[src/rtl/imm_gen_pipe.sv]
// Registered RV immediate generator: decodes I/S/B/U/J/Z/SH immediates at XLEN 32/64
// and presents them through a 2-entry skid buffer with valid/ready on both sides.
module imm_gen_pipe #(
  parameter int unsigned XLEN  = 32,
  parameter int unsigned TAG_W = 8
) (
  input  logic             clk,
  input  logic             rst_n,
  input  logic             flush,
  input  logic             in_valid,
  output logic             in_ready,
  input  logic [31:0]      in_inst,
  input  logic [2:0]       in_sel,
  input  logic [TAG_W-1:0] in_tag,
  output logic             out_valid,
  input  logic             out_ready,
  output logic [XLEN-1:0]  out_imm,
  output logic [TAG_W-1:0] out_tag,
  output logic             out_err
);

  generate
    if (XLEN != 32 && XLEN != 64) begin : g_bad_xlen
      $error("imm_gen_pipe: XLEN must be 32 or 64");
    end
  endgenerate

  typedef logic [XLEN-1:0] xlen_t;

  typedef enum logic [2:0] {
    SEL_I   = 3'b000,
    SEL_S   = 3'b001,
    SEL_B   = 3'b010,
    SEL_U   = 3'b011,
    SEL_J   = 3'b100,
    SEL_Z   = 3'b101,
    SEL_SH  = 3'b110,
    SEL_ILL = 3'b111
  } sel_e;

  sel_e  sel;
  xlen_t ext_imm;
  logic  ext_err;

  // The opcode field carries no immediate bits.
  logic unused_opcode;
  assign unused_opcode = ^in_inst[6:0];

  assign sel = sel_e'(in_sel);

  always_comb begin
    ext_imm = '0;
    ext_err = 1'b0;
    unique case (sel)
      SEL_I:   ext_imm = xlen_t'($signed(in_inst[31:20]));
      SEL_S:   ext_imm = xlen_t'($signed({in_inst[31:25], in_inst[11:7]}));
      SEL_B:   ext_imm = xlen_t'($signed({in_inst[31], in_inst[7], in_inst[30:25],
                                          in_inst[11:8], 1'b0}));
      SEL_U:   ext_imm = xlen_t'($signed({in_inst[31:12], 12'b0}));
      SEL_J:   ext_imm = xlen_t'($signed({in_inst[31], in_inst[19:12], in_inst[20],
                                          in_inst[30:21], 1'b0}));
      SEL_Z:   ext_imm = xlen_t'(in_inst[19:15]);
      SEL_SH:  ext_imm = (XLEN == 64) ? xlen_t'(in_inst[25:20]) : xlen_t'(in_inst[24:20]);
      SEL_ILL: ext_err = 1'b1;
      default: ext_err = 1'b1;
    endcase
  end

  logic             m_valid, k_valid;
  xlen_t            m_imm, k_imm;
  logic [TAG_W-1:0] m_tag, k_tag;
  logic             m_err, k_err;
  logic             accept, pop;

  // in_ready comes straight from the skid flop so out_ready never reaches it combinationally.
  assign in_ready  = !k_valid;
  assign accept    = in_valid && in_ready;
  assign pop       = m_valid && out_ready;

  assign out_valid = m_valid;
  assign out_imm   = m_imm;
  assign out_tag   = m_tag;
  assign out_err   = m_err;

  always_ff @(posedge clk or negedge rst_n) begin
    if (!rst_n) begin
      m_valid <= 1'b0;
      m_imm   <= '0;
      m_tag   <= '0;
      m_err   <= 1'b0;
      k_valid <= 1'b0;
      k_imm   <= '0;
      k_tag   <= '0;
      k_err   <= 1'b0;
    end else if (flush) begin
      m_valid <= 1'b0;
      k_valid <= 1'b0;
    end else if (pop && k_valid) begin
      m_imm   <= k_imm;
      m_tag   <= k_tag;
      m_err   <= k_err;
      k_valid <= 1'b0;
    end else if (accept && (pop || !m_valid)) begin
      m_valid <= 1'b1;
      m_imm   <= ext_imm;
      m_tag   <= in_tag;
      m_err   <= ext_err;
    end else if (pop) begin
      m_valid <= 1'b0;
    end else if (accept) begin
      k_valid <= 1'b1;
      k_imm   <= ext_imm;
      k_tag   <= in_tag;
      k_err   <= ext_err;
    end
  end

endmodule
[config.mk]
export PLATFORM = sky130hd
export DESIGN_NAME = imm_gen_pipe
export DESIGN_NICKNAME = d
export VERILOG_FILES = /design/src/rtl/imm_gen_pipe.sv
export SDC_FILE = /design/constraint.sdc
export NUM_CORES = 1
export LEC_CHECK = 0
export ABC_AREA = 0
export CORE_ASPECT_RATIO = 2
export CORE_MARGIN = 8
export CORE_UTILIZATION = 45
export CTS_CLUSTER_DIAMETER = 120
export CTS_CLUSTER_SIZE = 28
export DETAILED_ROUTE_END_ITERATION = 7
export PLACE_DENSITY_LB_ADDON = 0.1
export SLEW_MARGIN = 0
export SYNTH_ARGS = -nofsm -noshare
export SYNTH_HDL_FRONTEND = slang
export SYNTH_SLANG_ARGS = --single-unit
[constraint.sdc]
create_clock -name clk -period 3.5 [get_ports clk]
set_clock_uncertainty 0.05 [all_clocks]
set_input_delay 1.05 -clock clk [delete_from_list [all_inputs] [get_ports clk]]
set_output_delay 1.05 -clock clk [all_outputs]
set_load 0.02 [all_outputs]
# Word-level counts from Yosys, hierarchy flattened
# Index checks and enable logic that the tools add are counted.
# Widths: inputs -> output; s select.
# totals
out_inout_bits	43
latchBits	0
register_bits	84
in_bits	48
ram_bits	0
romBits	0
elab_cells	54
n_memories	0
# op_classes
n_div	0
n_addsub	0
bitwise_logic	4
multipliers	0
n_lt_le_gt_ge	0
n_shift	0
muxes	17
n_eq_ne	10
n_reduce_logical	15
# ops
operator	n
$pmux 32 s7	1
$mux 32	2
$mux 8	2
$eq 3x3->1 const B	4
$mux 1	12
$eq 3x2->1 const B	2
$reduce_bool 3->1	2
$reduce_and 5->1	1
$logic_and 1x1->1	4
$not 1->1	4
$reduce_and 2->1	2
$eq 3x1->1 const B	1
$logic_not 3->1	1
$ne 3x2->1 const B	1
$ne 3x3->1 const B	1
$reduce_and 3->1	1
$logic_not 1->1	2
$ne 2x2->1 const B	1
$reduce_bool 2->1	1
$logic_or 1x1->1	1

# Longest topological paths before layout
# logic_depth
ltp_word	7
mapped_depth	7
mapped_depth_nobuf	4

# Worst setup path after synthesis
# No wires, ideal clock.
# synth_path
path_kind	input to register
startpoint	in flush
endpoint	reg m_imm[12], in the netlist out_imm[12]
arrival_ns	2.005
stages	5
n_path_buf	3
setup_slack_ns	1.307
path_cell_list	clkbuf_1 > or3_1 > buf_6 > buf_6 > mux2i_1
# synth_between
elab_chain_len	2
# synth_rtl
element	line	source
start: declaration	9	input logic flush,
$not 1->1 (no source line)	--	
$reduce_and 2->1 (no source line)	--	
end signal: assignment	99	m_imm <= k_imm;
end signal: assignment	105	m_imm <= ext_imm;
end: declaration	70	xlen_t m_imm, k_imm;
# No other way between the ends.
# A chain may end at the register's enable or synchronous reset.

# Worst setup path in the final report
# layout_path
startpoint	in in_sel[0]
endpoint	reg m_imm[24], in the netlist out_imm[24]
# layout_between
elab_chain_len	4
# layout_rtl
element	line	source
start: declaration	13	input logic [2:0] in_sel,
$eq 3x3->1, or another cell as far along	54	unique case (sel)
$pmux 32 s7 *	54	
$mux 32 *	103	end else if (accept && (pop || !m_valid)) begin
$mux 32 *	98	end else if (pop && k_valid) begin
# Mark *: on every way between the ends. The rest lies on a longest branch, timed or not. The select of a mux whose other input is x is not followed.

==> summary.md <==
| Metric | Value |
|---|---|
| Post-synth net total | approximately 470 |
| Cts hold-fix bufs | 0 |
| Setup WS pre-CTS | ~0.30 ns |
| Nets | 540 |
| RSZ-0062 raised after global routing | no |
| Clock root cell | clkbuf_16 |
| Cell variety after synth | 39 |
| Max Root-Sink Buffers | 2 |
| Crit path arrival time | 3.08 ns |
| Post-layout min period | approximately 2.9 ns |
| Avg Inst Size Synth | about 9.9 um2 |
| Switching Power | roughly 0.88 mW |
| DRC | 0 |
| Clk slew on worst S/H paths | around 0.070 ns |
| CP endpoint kind | flop |
| Slew @ Worst Pin | 0.7094 ns |
| Max Cap Viol | 0 |
| Final setup fails | 0 |
| Drt wl/cell | 17.70 um |
| Vias in the first global route | around 3.5k |
| Filler cells | 802 |
| Chip height | 151.7 um |
| DRT Pass-1 Iters | 4 |
| Most common cell after layout, fill and taps aside | dfrtp_1 |
| Status | complete, no violations |
| Reg2Reg Capture Point | k_imm[15] |
| Total setup buffers inserted after CTS | 0 |
| Post-CTS Resized | 0 |
| Combinational power share | about 26% |
| Clock buffer count from CTS | 9 |
| Flop pwr share | between 40% and 50% |
| Hold Slack | approximately 0.42 ns |
| Final core utilization | 59.20% |
| Sum of negative setup slack | 0 ns |
| Initial antenna violation count | 0 |
| Reg2reg start | k_valid |
| F_max | 342.1 MHz |
| Synth Register Bits | 84 |
| Worst Path Required | around 3.7 ns |
| Leakage power | 2.529 nW |
| Critical Path End | out_imm[24] |
| Final period util | between 80% and 90% |
| Full die area | roughly 13000 um2 |
| Die span in x | 83.87 um |
| R2r setup slk | between 1.5 and 2 ns |
| Input/output buffers | 83 |
| Hold Path Origin | k_imm[31] |
| Clk pwr share | 30.1% |
| Pwr/cell area | between 500 and 600 nW/um2 |
| Grt ovf | 0 |
| Internal power | 2.006 mW |
| Top FF cell, synth | dfrtp_1 |
| Setup CP Type | input port to flop |
| Largest net degree at the start of global routing | 85 |
| Cells after synthesis | ~420 |
| DR vias | between 3k and 4k |
| DRT antenna net count | 0 |
| DR iter-0 viols | ~170 |
| Async S/R FF share, synth | 100.0% |
| H-tree levels | 3 |
| Crit-path max FO | 17 |
| Count of final hold-check violations | 0 |
| Synth Warn # | 0 |
| Post-DP HPWL | just under 8000 um |
| Post-synthesis sequential area ratio | 50.71% |
| Core Region | around 9000 um2 |
| Most frequent cells in the layout | dfrtp_1, clkdlybuf4s50_1, nand2_1 |
| Startpoint types | input port |
| Routed WL | about 11000 um |
| Synth Cell Area | roughly 4100 um2 |
| Switching Share | a little under a third |
| Layout cells sized above 1 | 7.445% |
| Pins Over Slew Limit | 0 |
| # diodes | 0 |
| Initial Util | about 46% |
| GP Congestion | 0.9060 |
| Worst min path class | flop to flop |
| Post-synth EDFFs | 0 |
| Peak VDD IR | between 200 and 300 uV |
| CTS tree | built |
| IO Count | about 90 |
| Row cnt | 49 |
| Worst slew margin | between 50 and 60% |
| First-pass GRT wire length | ~18000 um |
| Final worst slack | 0.5768 ns |
| Worst skew pair latency | 0.33 ns |
| Drt via density | roughly 5.6 |
| Final Total Pwr | ~2.9 mW |
| Num Clock Sinks | 84 |
| Critical path origin | in_sel[0] |
| Worst Reg-to-Reg Cells | 5 |
| GRT Total Usage | about 17% |
| P&R area growth vs syn | 27.83% |
## cells by family after synthesis
family / count (synthesis) / synth area share [%]
AND/OR/NAND/NOR: 155 / 18.74
AO/OA/AOI/OAI: 89 / 12.83
flip-flops: 84 / 50.71
multiplexers: 50 / 12.07
buffers and inverters: 40 / 5.433
XOR/XNOR: 1 / 0.2113
## sequential cells by signal (all words and copies together) (netlist names)
register	count
out_imm	32
k_valid	1
out_valid	1
k_imm	32
k_err	1
out_err	1
k_tag	8
out_tag	8
## Yosys cell counts (7+ instances only)
cell | instances | area share, %
a21oi_1 | 20 | 2.4
a31oi_1 | 10 | 1.5
buf_2 | 18 | 2.2
clkbuf_1 | 8 | 0.72
dfrtp_1 | 84 | 51
mux2i_1 | 50 | 12
nand2_1 | 77 | 7.0
nand3_1 | 17 | 2.1
nor2_1 | 14 | 1.3
nor3b_1 | 8 | 1.4
nor4_1 | 7 | 1.1
nor4bb_1 | 8 | 1.9
o21ai_1 | 38 | 4.6
## critical path: stages
cell	delay (ns)
clkdlybuf4s50_1	0.87
nand2_2	0.27
and3_1	0.41
a21oi_1	0.35
mux2i_1	0.12
## routing by layer
| layer | track usage [%] | share of wire [%] | vias up |
|---|---|---|---|
| met2 | 31.01 | 53 | 105 |
| li1 | - | - | 1629 |
| met3 | 4.283 | 4.6 | 21 |
| met5 | 0 | 0 | - |
| met1 | 18.26 | 39 | 1586 |
| met4 | 9.217 | 3.6 | 0 |
## metrics by stage
stage	cell area, um2	instances
after floorplan	4145	419
after global placement	5022	583
after detailed placement	5022	583
after CTS	5299	599
after global routing	5299	599
final	5299	599
## power groups by stage
stage	logic (mW)	registers, mW	clock network [mW]
floorplan	0.284	1.39	0
global placement	0.728	1.29	0
detailed placement	0.746	1.30	0
CTS	0.749	1.28	0.899
global route	0.809	1.31	0.935
finish	0.735	1.28	0.870
## cell type report
type,instances,area [um2],area share (%)
flip-flops and latches,84,2102,39.67
well taps,102,127.6,2.408
clock buffers,9,225.2,4.250
repair buffers,96,950.9,17.95
multi-input cells,295,1819,34.33
inverters,6,22.52,0.4250
clock inverters,7,51.30,0.9681
## worst min path at each step
stage                      endpoint  cells after the start  slack (ns)
final                     k_imm[31]                      2        0.42
after global routing       k_tag[6]                      2        0.46
after CTS                  k_tag[1]                      2        0.43
after detailed placement   k_tag[1]                      2        0.41
after global placement     k_tag[0]                      2        0.41
after floorplan           k_imm[31]                      2        0.40
No activity file was read; power rests on OpenSTA's default activity.
